$ cat config.mk
export PLATFORM = sky130hd
export DESIGN_NAME = wdt_ctrl
export DESIGN_NICKNAME = d
export VERILOG_FILES = /design/src/rtl/wdt_ctrl.sv
export SDC_FILE = /design/constraint.sdc
export NUM_CORES = 1
export LEC_CHECK = 0
export ABC_AREA = 1
export BUFFER_PORTS_ARGS = -buffer_cell sky130_fd_sc_hd__buf_2
export CORE_MARGIN = 4
export CORE_UTILIZATION = 63
export DETAILED_ROUTE_END_ITERATION = 10
export GPL_TIMING_DRIVEN = 0
export HOLD_SLACK_MARGIN = 0.12
export PLACE_DENSITY_LB_ADDON = 0.25
export SKIP_CTS_REPAIR_TIMING = 1
export SLEW_MARGIN = 20
export SYNTH_ARGS = -nofsm -noshare
export SYNTH_HDL_FRONTEND = slang
export SYNTH_SLANG_ARGS = --single-unit
$ cat constraint.sdc
create_clock -name i_clk -period 3.8 [get_ports i_clk]
set_input_delay 0.76 -clock i_clk [delete_from_list [all_inputs] [get_ports i_clk]]
set_output_delay 0.76 -clock i_clk [all_outputs]
set_load 0.01 [all_outputs]
$ cat src/rtl/wdt_ctrl.sv
// Watchdog controller: prescaled timeout counter with a keyed kick, an
// early-warning stage (WARN_PEND / IRQ) and a fixed-width active-low reset
// pulse on the second expiry. Only the external reset i_rst clears it, so
// configuration and cause flags survive the internal resets it requests.
module wdt_ctrl #(
  parameter int unsigned CNT_W     = 32,
  parameter int unsigned PRESC_W   = 8,
  parameter int unsigned RST_PULSE = 4,
  parameter logic [31:0] KICK_KEY  = 32'h5A5A_A5A5,
  parameter logic [31:0] RST_LOAD  = 32'h0000_FFFF
) (
  input  logic        i_clk,
  input  logic        i_rst,
  input  logic        i_halt,
  input  logic        i_we,
  input  logic [1:0]  i_addr,
  input  logic [31:0] i_wdata,
  output logic [31:0] o_rdata,
  output logic        o_irq,
  output logic        o_rst_wdt
);

  localparam int unsigned PW = $clog2(RST_PULSE + 1);

  localparam logic [1:0] ADDR_CTRL   = 2'd0;
  localparam logic [1:0] ADDR_LOAD   = 2'd1;
  localparam logic [1:0] ADDR_KICK   = 2'd2;
  localparam logic [1:0] ADDR_STATUS = 2'd3;

  typedef enum logic [1:0] {
    IDLE = 2'd0,
    RUN  = 2'd1,
    WARN = 2'd2,
    BITE = 2'd3
  } state_t;

  // Registered state
  state_t               state_r;
  logic                 ctrl_en_r;
  logic                 ctrl_irq_en_r;
  logic                 ctrl_lock_r;
  logic [PRESC_W-1:0]   ctrl_presc_r;
  logic [CNT_W-1:0]     load_r;
  logic [CNT_W-1:0]     cnt_r;
  logic [PRESC_W-1:0]   presc_cnt_r;
  logic [PW-1:0]        pulse_cnt_r;
  logic                 warn_pend_r;
  logic                 bitten_r;
  logic                 irq_r;
  logic                 rst_wdt_r;

  // Decoded events and next values
  logic                 wr_ctrl_s;
  logic                 wr_load_s;
  logic                 wr_status_s;
  logic                 kick_s;
  logic                 counting_s;
  logic                 tick_s;
  logic                 expire_s;
  logic                 en_nxt_s;
  logic                 irq_en_nxt_s;
  logic                 lock_nxt_s;
  logic [PRESC_W-1:0]   presc_nxt_s;
  logic                 warn_set_s;
  logic                 bite_set_s;
  logic                 warn_pend_nxt_s;
  logic                 bitten_nxt_s;
  logic                 busy_s;

  // Decode register writes, kick, prescaler tick, expiry and flag updates
  always_comb begin
    wr_ctrl_s   = i_we && (i_addr == ADDR_CTRL) && !ctrl_lock_r;
    wr_load_s   = i_we && (i_addr == ADDR_LOAD) && !ctrl_lock_r;
    wr_status_s = i_we && (i_addr == ADDR_STATUS);
    kick_s      = i_we && (i_addr == ADDR_KICK) && (i_wdata == KICK_KEY) &&
                  ctrl_en_r && ((state_r == RUN) || (state_r == WARN));
    counting_s  = ((state_r == RUN) || (state_r == WARN)) && !i_halt;
    tick_s      = counting_s && (presc_cnt_r == ctrl_presc_r);
    expire_s    = tick_s && (cnt_r == {CNT_W{1'b0}});
    busy_s      = (state_r != IDLE);

    if (wr_ctrl_s) begin
      en_nxt_s     = i_wdata[0];
      irq_en_nxt_s = i_wdata[1];
      lock_nxt_s   = i_wdata[2];
      presc_nxt_s  = i_wdata[8 +: PRESC_W];
    end else begin
      en_nxt_s     = ctrl_en_r;
      irq_en_nxt_s = ctrl_irq_en_r;
      lock_nxt_s   = ctrl_lock_r;
      presc_nxt_s  = ctrl_presc_r;
    end

    // A kick in the expiry cycle wins; disabling wins over both.
    warn_set_s = (state_r == RUN)  && en_nxt_s && !kick_s && expire_s;
    bite_set_s = (state_r == WARN) && en_nxt_s && !kick_s && expire_s;

    // Set has priority over a simultaneous write-1-clear.
    warn_pend_nxt_s = warn_set_s || (warn_pend_r && !(wr_status_s && i_wdata[0]));
    bitten_nxt_s    = bite_set_s || (bitten_r && !(wr_status_s && i_wdata[1]));
  end

  // Combinational register readback at i_addr
  always_comb begin
    o_rdata = 32'd0;
    case (i_addr)
      ADDR_CTRL: begin
        o_rdata[0]             = ctrl_en_r;
        o_rdata[1]             = ctrl_irq_en_r;
        o_rdata[2]             = ctrl_lock_r;
        o_rdata[8 +: PRESC_W]  = ctrl_presc_r;
      end
      ADDR_LOAD: begin
        o_rdata = 32'(load_r);
      end
      ADDR_KICK: begin
        o_rdata = 32'd0;
      end
      ADDR_STATUS: begin
        o_rdata[0]     = warn_pend_r;
        o_rdata[1]     = bitten_r;
        o_rdata[2]     = busy_s;
        o_rdata[31:16] = 16'(cnt_r);
      end
      default: begin
        o_rdata = 32'd0;
      end
    endcase
  end

  // Configuration, status flags, watchdog FSM with counter/prescaler and outputs
  always_ff @(posedge i_clk or negedge i_rst) begin
    if (!i_rst) begin
      state_r       <= IDLE;
      ctrl_en_r     <= 1'b0;
      ctrl_irq_en_r <= 1'b0;
      ctrl_lock_r   <= 1'b0;
      ctrl_presc_r  <= {PRESC_W{1'b0}};
      load_r        <= CNT_W'(RST_LOAD);
      cnt_r         <= CNT_W'(RST_LOAD);
      presc_cnt_r   <= {PRESC_W{1'b0}};
      pulse_cnt_r   <= {PW{1'b0}};
      warn_pend_r   <= 1'b0;
      bitten_r      <= 1'b0;
      irq_r         <= 1'b0;
      rst_wdt_r     <= 1'b1;
    end else begin
      ctrl_en_r     <= en_nxt_s;
      ctrl_irq_en_r <= irq_en_nxt_s;
      ctrl_lock_r   <= lock_nxt_s;
      ctrl_presc_r  <= presc_nxt_s;
      if (wr_load_s) begin
        load_r <= i_wdata[CNT_W-1:0];
      end else begin
        load_r <= load_r;
      end
      warn_pend_r <= warn_pend_nxt_s;
      bitten_r    <= bitten_nxt_s;
      irq_r       <= warn_pend_nxt_s && irq_en_nxt_s;

      case (state_r)
        IDLE: begin
          cnt_r       <= load_r;
          presc_cnt_r <= {PRESC_W{1'b0}};
          pulse_cnt_r <= {PW{1'b0}};
          rst_wdt_r   <= 1'b1;
          if (en_nxt_s) begin
            state_r <= RUN;
          end else begin
            state_r <= IDLE;
          end
        end

        RUN, WARN: begin
          pulse_cnt_r <= {PW{1'b0}};
          if (!en_nxt_s) begin
            state_r     <= IDLE;
            cnt_r       <= load_r;
            presc_cnt_r <= {PRESC_W{1'b0}};
            rst_wdt_r   <= 1'b1;
          end else if (kick_s) begin
            state_r     <= RUN;
            cnt_r       <= load_r;
            presc_cnt_r <= {PRESC_W{1'b0}};
            rst_wdt_r   <= 1'b1;
          end else if (expire_s) begin
            // First expiry warns, second one bites.
            state_r     <= (state_r == RUN) ? WARN : BITE;
            cnt_r       <= load_r;
            presc_cnt_r <= {PRESC_W{1'b0}};
            rst_wdt_r   <= (state_r == RUN);
          end else if (tick_s) begin
            state_r     <= state_r;
            cnt_r       <= cnt_r - CNT_W'(1);
            presc_cnt_r <= {PRESC_W{1'b0}};
            rst_wdt_r   <= 1'b1;
          end else if (counting_s) begin
            state_r     <= state_r;
            cnt_r       <= cnt_r;
            presc_cnt_r <= presc_cnt_r + PRESC_W'(1);
            rst_wdt_r   <= 1'b1;
          end else begin
            state_r     <= state_r;
            cnt_r       <= cnt_r;
            presc_cnt_r <= presc_cnt_r;
            rst_wdt_r   <= 1'b1;
          end
        end

        BITE: begin
          // Pulse runs to completion regardless of kicks, EN or halt.
          if (pulse_cnt_r == PW'(RST_PULSE - 1)) begin
            rst_wdt_r   <= 1'b1;
            pulse_cnt_r <= {PW{1'b0}};
            cnt_r       <= load_r;
            presc_cnt_r <= {PRESC_W{1'b0}};
            state_r     <= en_nxt_s ? RUN : IDLE;
          end else begin
            rst_wdt_r   <= 1'b0;
            pulse_cnt_r <= pulse_cnt_r + PW'(1);
            cnt_r       <= cnt_r;
            presc_cnt_r <= presc_cnt_r;
            state_r     <= BITE;
          end
        end

        default: begin
          state_r     <= IDLE;
          cnt_r       <= load_r;
          presc_cnt_r <= {PRESC_W{1'b0}};
          pulse_cnt_r <= {PW{1'b0}};
          rst_wdt_r   <= 1'b1;
        end
      endcase
    end
  end

  assign o_irq     = irq_r;
  assign o_rst_wdt = rst_wdt_r;

endmodule
==> results.md <==
Place:
- The count of buffers added on input and output ports is between 70 and 80.
- Summed over all nets, the half-perimeter wirelength after detailed placement is approximately 14000 µm.
- The routability congestion estimate is 1.001.
- The cell total after placement is 1012.
- The placed instances occupy a cell area of about 0.0063 mm².
- The worst-case setup slack after placement is about 550 ps.

Timing:
- Between clock sinks in the finished design, the worst skew comes to a little over 20 ps.
- The highest attainable clock frequency is between 200 and 300 MHz.
- The worst slew margin relative to its limit is 55.64%.
- The max-slew violation total from the final report is 0.
- Setup repair after global routing left no endpoint under its margin.
- The final period demand of the worst path is around 3300 ps.
- The setup TNS after final layout is 0 ps.
- The transition time of the tightest slew-check pin is around 670 ps.
- Setup violations remaining at the end of the flow were counted as 0.
- Of the available clock period, the critical path in the final layout requires approximately nine tenths.
- The post-route worst setup slack is 455.3 ps.
- The final hold violation count is 0.

Status:
- The run finished with clean final reports.

Synth:
- The share of the Yosys chip area taken by registers is 40.46%.
- The mapped netlist covers around 0.0058 mm².
- Synthesis produced a netlist whose cell count is between 800 and 900.
- The count of yosys warnings during synthesis is 0.
- A synthesized cell averages ~7 µm².
- Counting flops with a built-in enable in the synthesized netlist gives 0.
- The synthesized-area fraction occupied by ao, oa, aoi and oai cells is 11.15%.
- After Yosys synthesis, XOR and XNOR cells account for about 4.2% of the synthesized area.
- The number of different library cells in the post-synthesis netlist is 36.
- The area share of fa/ha/maj cells after synthesis is under 10%.
- Measured against the total synthesized area, the mux share comes to 0.5833%.
- When the netlist entered floorplanning its net count stood at approximately 880.
- For this run, the leading register cell type out of synthesis is sky130_fd_sc_hd__dfrtp_1.
- The proportion of synthesized flip-flops having asynchronous set or reset is 100.0%.
- In this run, synthesis produced a sequential element count of 92.
- By area, the combinational part of the netlist is dominated by simple AND/OR/NAND/NOR gates.
- After Yosys synthesis, and, or, nand and nor cells account for around a third of the synthesized area.

Setup path:
- The arrival time reported for the critical path endpoint is 2580 ps.
- The launching instance or port of the critical path is i_addr[0].
- By startpoint and endpoint, the worst setup path is classified as in -> out.
- The startpoint identified for the worst register-to-register timing path is state_r[0]$_DFFE_PN0P_.
- Along the worst path, the maximum fanout reaches 10.
- The worst setup path is launched from an input port.
- The endpoint required time on the critical path is around 3000 ps.
- The type of destination of the critical path is an output pin.

Cells and area:
- Once layout is complete, the cells apart from fillers number 1028.
- The core occupancy in the finished layout is 73.42%.
- The post-synthesis to final-layout area growth is 12.16%.
- The final design area excluding fillers is about 0.0065 mm².
- The repair_antennas step left the layout with diodes totalling 0.
- After the last flow step, the layout net total stands at between 900 and 1000.
- Of the cells placed in the final design, the portion with a size suffix greater than 1 is approximately 17%.

Route:
- The DRC violation count after routing is 0.
- The routed via count is just under 6000.
- The count of nets left with antenna violations once routing finished came out at 0.
- After the first detailed-routing iteration, the DRC count stood at approximately 530.
- The via density per instance is ~5.8.
- The wire length per cell after detailed routing is between 15 and 20 µm.
- The first-pass iteration count of the detailed router is 5.
- The routed design has 17930 µm of wire.

CTS:
- The CTS tree is done.
- The maximum level of the CTS H-tree is 3.
- The number of clock buffers inserted by TritonCTS is 9.
- After clock tree synthesis, the clock-pin slew on the worst setup and hold paths is 110 ps.
- The total clock sinks is 92.
- The root cell of the clock tree is sky130_fd_sc_hd__clkbuf_8.
- The clock reaches the later pin of the worst-skew pair after approximately 380 ps.
- The clock passes through at most 2 buffers.

Power:
- Summed over all cells, the static leakage comes to ~3.3 nW.
- The largest voltage drop on the vdd net is 0.3753 mV.
- Power spread over the standard cell area amounts to 720.7 mW/mm².

Run:
- The reported max-cap violation count is 0.

Die:
- The I/O pin count is about 70.
- The total die area is 0.01079 mm².
- The initialized floorplan defines 34 standard-cell rows.
- Measured along the x axis, the die boundary spans between 100 and 150 µm.
- The die is 103.9 µm tall.
- The initial standard-cell utilization of the core is ~65%.
- The standard cell core area is 0.008848 mm².

Global routing:
- The global-route wire length before repair is 29080 µm.
- The via count of the first global-routing pass is between 5000 and 6000.
- The total congestion overflow is 0.
- The initial antenna violation count came to 0.
- The overall track demand over capacity in global routing is about a third.
- Entering global routing, the biggest net connects 52 pins.

Min path:
- The path class of the tightest hold or removal check is in -> async.
[sequential cells by signal, summed over array words and instances, names as in the netlist, 2 cells and up]
register,cells
cnt_r,32
load_r,32
ctrl_presc_r,8
presc_cnt_r,8
pulse_cnt_r,3
state_r,2
[cells in the mapped netlist, types with 12 or more instances]
cell type                  instances  area (µm²)
sky130_fd_sc_hd__nand2_1         259       972.2
sky130_fd_sc_hd__inv_1           116       435.4
sky130_fd_sc_hd__nor2_1          100       375.4
sky130_fd_sc_hd__dfrtp_1          59        1476
sky130_fd_sc_hd__o21ai_0          58       290.3
sky130_fd_sc_hd__nand3_1          36       180.2
sky130_fd_sc_hd__dfstp_2          33       867.1
sky130_fd_sc_hd__xor2_1           26       227.7
sky130_fd_sc_hd__nand4_1          20       125.1
sky130_fd_sc_hd__o211ai_1         18       135.1
sky130_fd_sc_hd__o21ai_1          14       70.07
sky130_fd_sc_hd__o22ai_1          12       75.07
[through the flow]
step | hold slack, ps | total power, mW
global route | 458.1 | 5.031
CTS | 428.9 | 4.621
floorplan | 408.7 | 3.233
finish | 400.5 | 4.682
detailed placement | 432.9 | 3.942
global placement | 426.5 | 3.874
[layer usage]
layer  up-vias  track usage (%)  wire length, µm
li1       2793                -                -
met5         -                0                0
met4         0            11.87              527
met2       348            51.39             7826
met3        47            7.883             1956
met1      2744            46.95             7621
[cell type report]
cell class | count | area (µm²)
buffer | 26 | 143.9
clock buffer | 10 | 137.6
clock inverter | 6 | 53.80
fill | 722 | 2352
inverter | 122 | 457.9
multi-input combinational | 592 | 2846
sequential | 92 | 2344
tap | 108 | 135.1
timing repair buffer | 72 | 377.9
[worst paths after layout]
path | to | slack (ps) | depth (start not counted)
worst max-delay path | o_rdata[25] | 460 | 7
worst min-delay path | cnt_r[17]$_DFFE_PN0P_ | 400 | 1
worst max register to register | cnt_r[2]$_DFFE_PN1P_ | 1280 | 12
worst min register to register | pulse_cnt_r[0]$_DFF_PN0_ | 450 | 1
max in group asynchronous | load_r[3]$_DFFE_PN1P_ | 2660 | 2
min in group i_clk | pulse_cnt_r[0]$_DFF_PN0_ | 450 | 1
[where the power goes]
group,total [mW],switching (mW),leakage (nW),internal (mW)
logic,2.52,1.70,2.07,0.825
clock network,0.674,0.405,0.0958,0.269
registers,1.49,0.219,1.10,1.27
total,4.68,2.32,3.27,2.36
[worst max-delay path: stages]
cell                       delay [ps]
sky130_fd_sc_hd__buf_2            120
sky130_fd_sc_hd__inv_1             60
sky130_fd_sc_hd__nor2_1           380
sky130_fd_sc_hd__clkinv_1         430
sky130_fd_sc_hd__clkbuf_1         410
sky130_fd_sc_hd__o22ai_1          240
sky130_fd_sc_hd__buf_2            170
[cell usage in the layout (no fill, tap or decap), types with 2 or more instances in the layout]
cell	count
sky130_fd_sc_hd__nand4_1	20
sky130_fd_sc_hd__o21ai_1	14
sky130_fd_sc_hd__o211ai_1	18
sky130_fd_sc_hd__nand3_1	36
sky130_fd_sc_hd__dfrtp_1	59
sky130_fd_sc_hd__dfstp_2	33
sky130_fd_sc_hd__clkinv_1	2
sky130_fd_sc_hd__o21ai_0	58
sky130_fd_sc_hd__inv_1	116
sky130_fd_sc_hd__o21ai_2	2
sky130_fd_sc_hd__xor2_1	26
sky130_fd_sc_hd__nand3b_1	3
sky130_fd_sc_hd__nand2_1	259
sky130_fd_sc_hd__buf_6	4
sky130_fd_sc_hd__inv_2	4
sky130_fd_sc_hd__ha_1	7
sky130_fd_sc_hd__buf_2	80
sky130_fd_sc_hd__clkbuf_1	11
sky130_fd_sc_hd__nor2_1	100
sky130_fd_sc_hd__xnor2_1	2
sky130_fd_sc_hd__nor3_1	11
sky130_fd_sc_hd__or2_2	2
sky130_fd_sc_hd__nor2_2	2
sky130_fd_sc_hd__buf_4	2
sky130_fd_sc_hd__nor2_4	4
sky130_fd_sc_hd__inv_6	3
sky130_fd_sc_hd__a21oi_1	5
sky130_fd_sc_hd__mux2_2	3
sky130_fd_sc_hd__o22ai_1	12
sky130_fd_sc_hd__clkbuf_8	10
[logic make-up after synthesis]
family          Yosys count
flops                    92
fa+ha+maj                 7
simple gates            441
mux                       3
buf+inv                 148
xor+xnor                 28
compound gates          113
(Power assumes the default switching activity.)
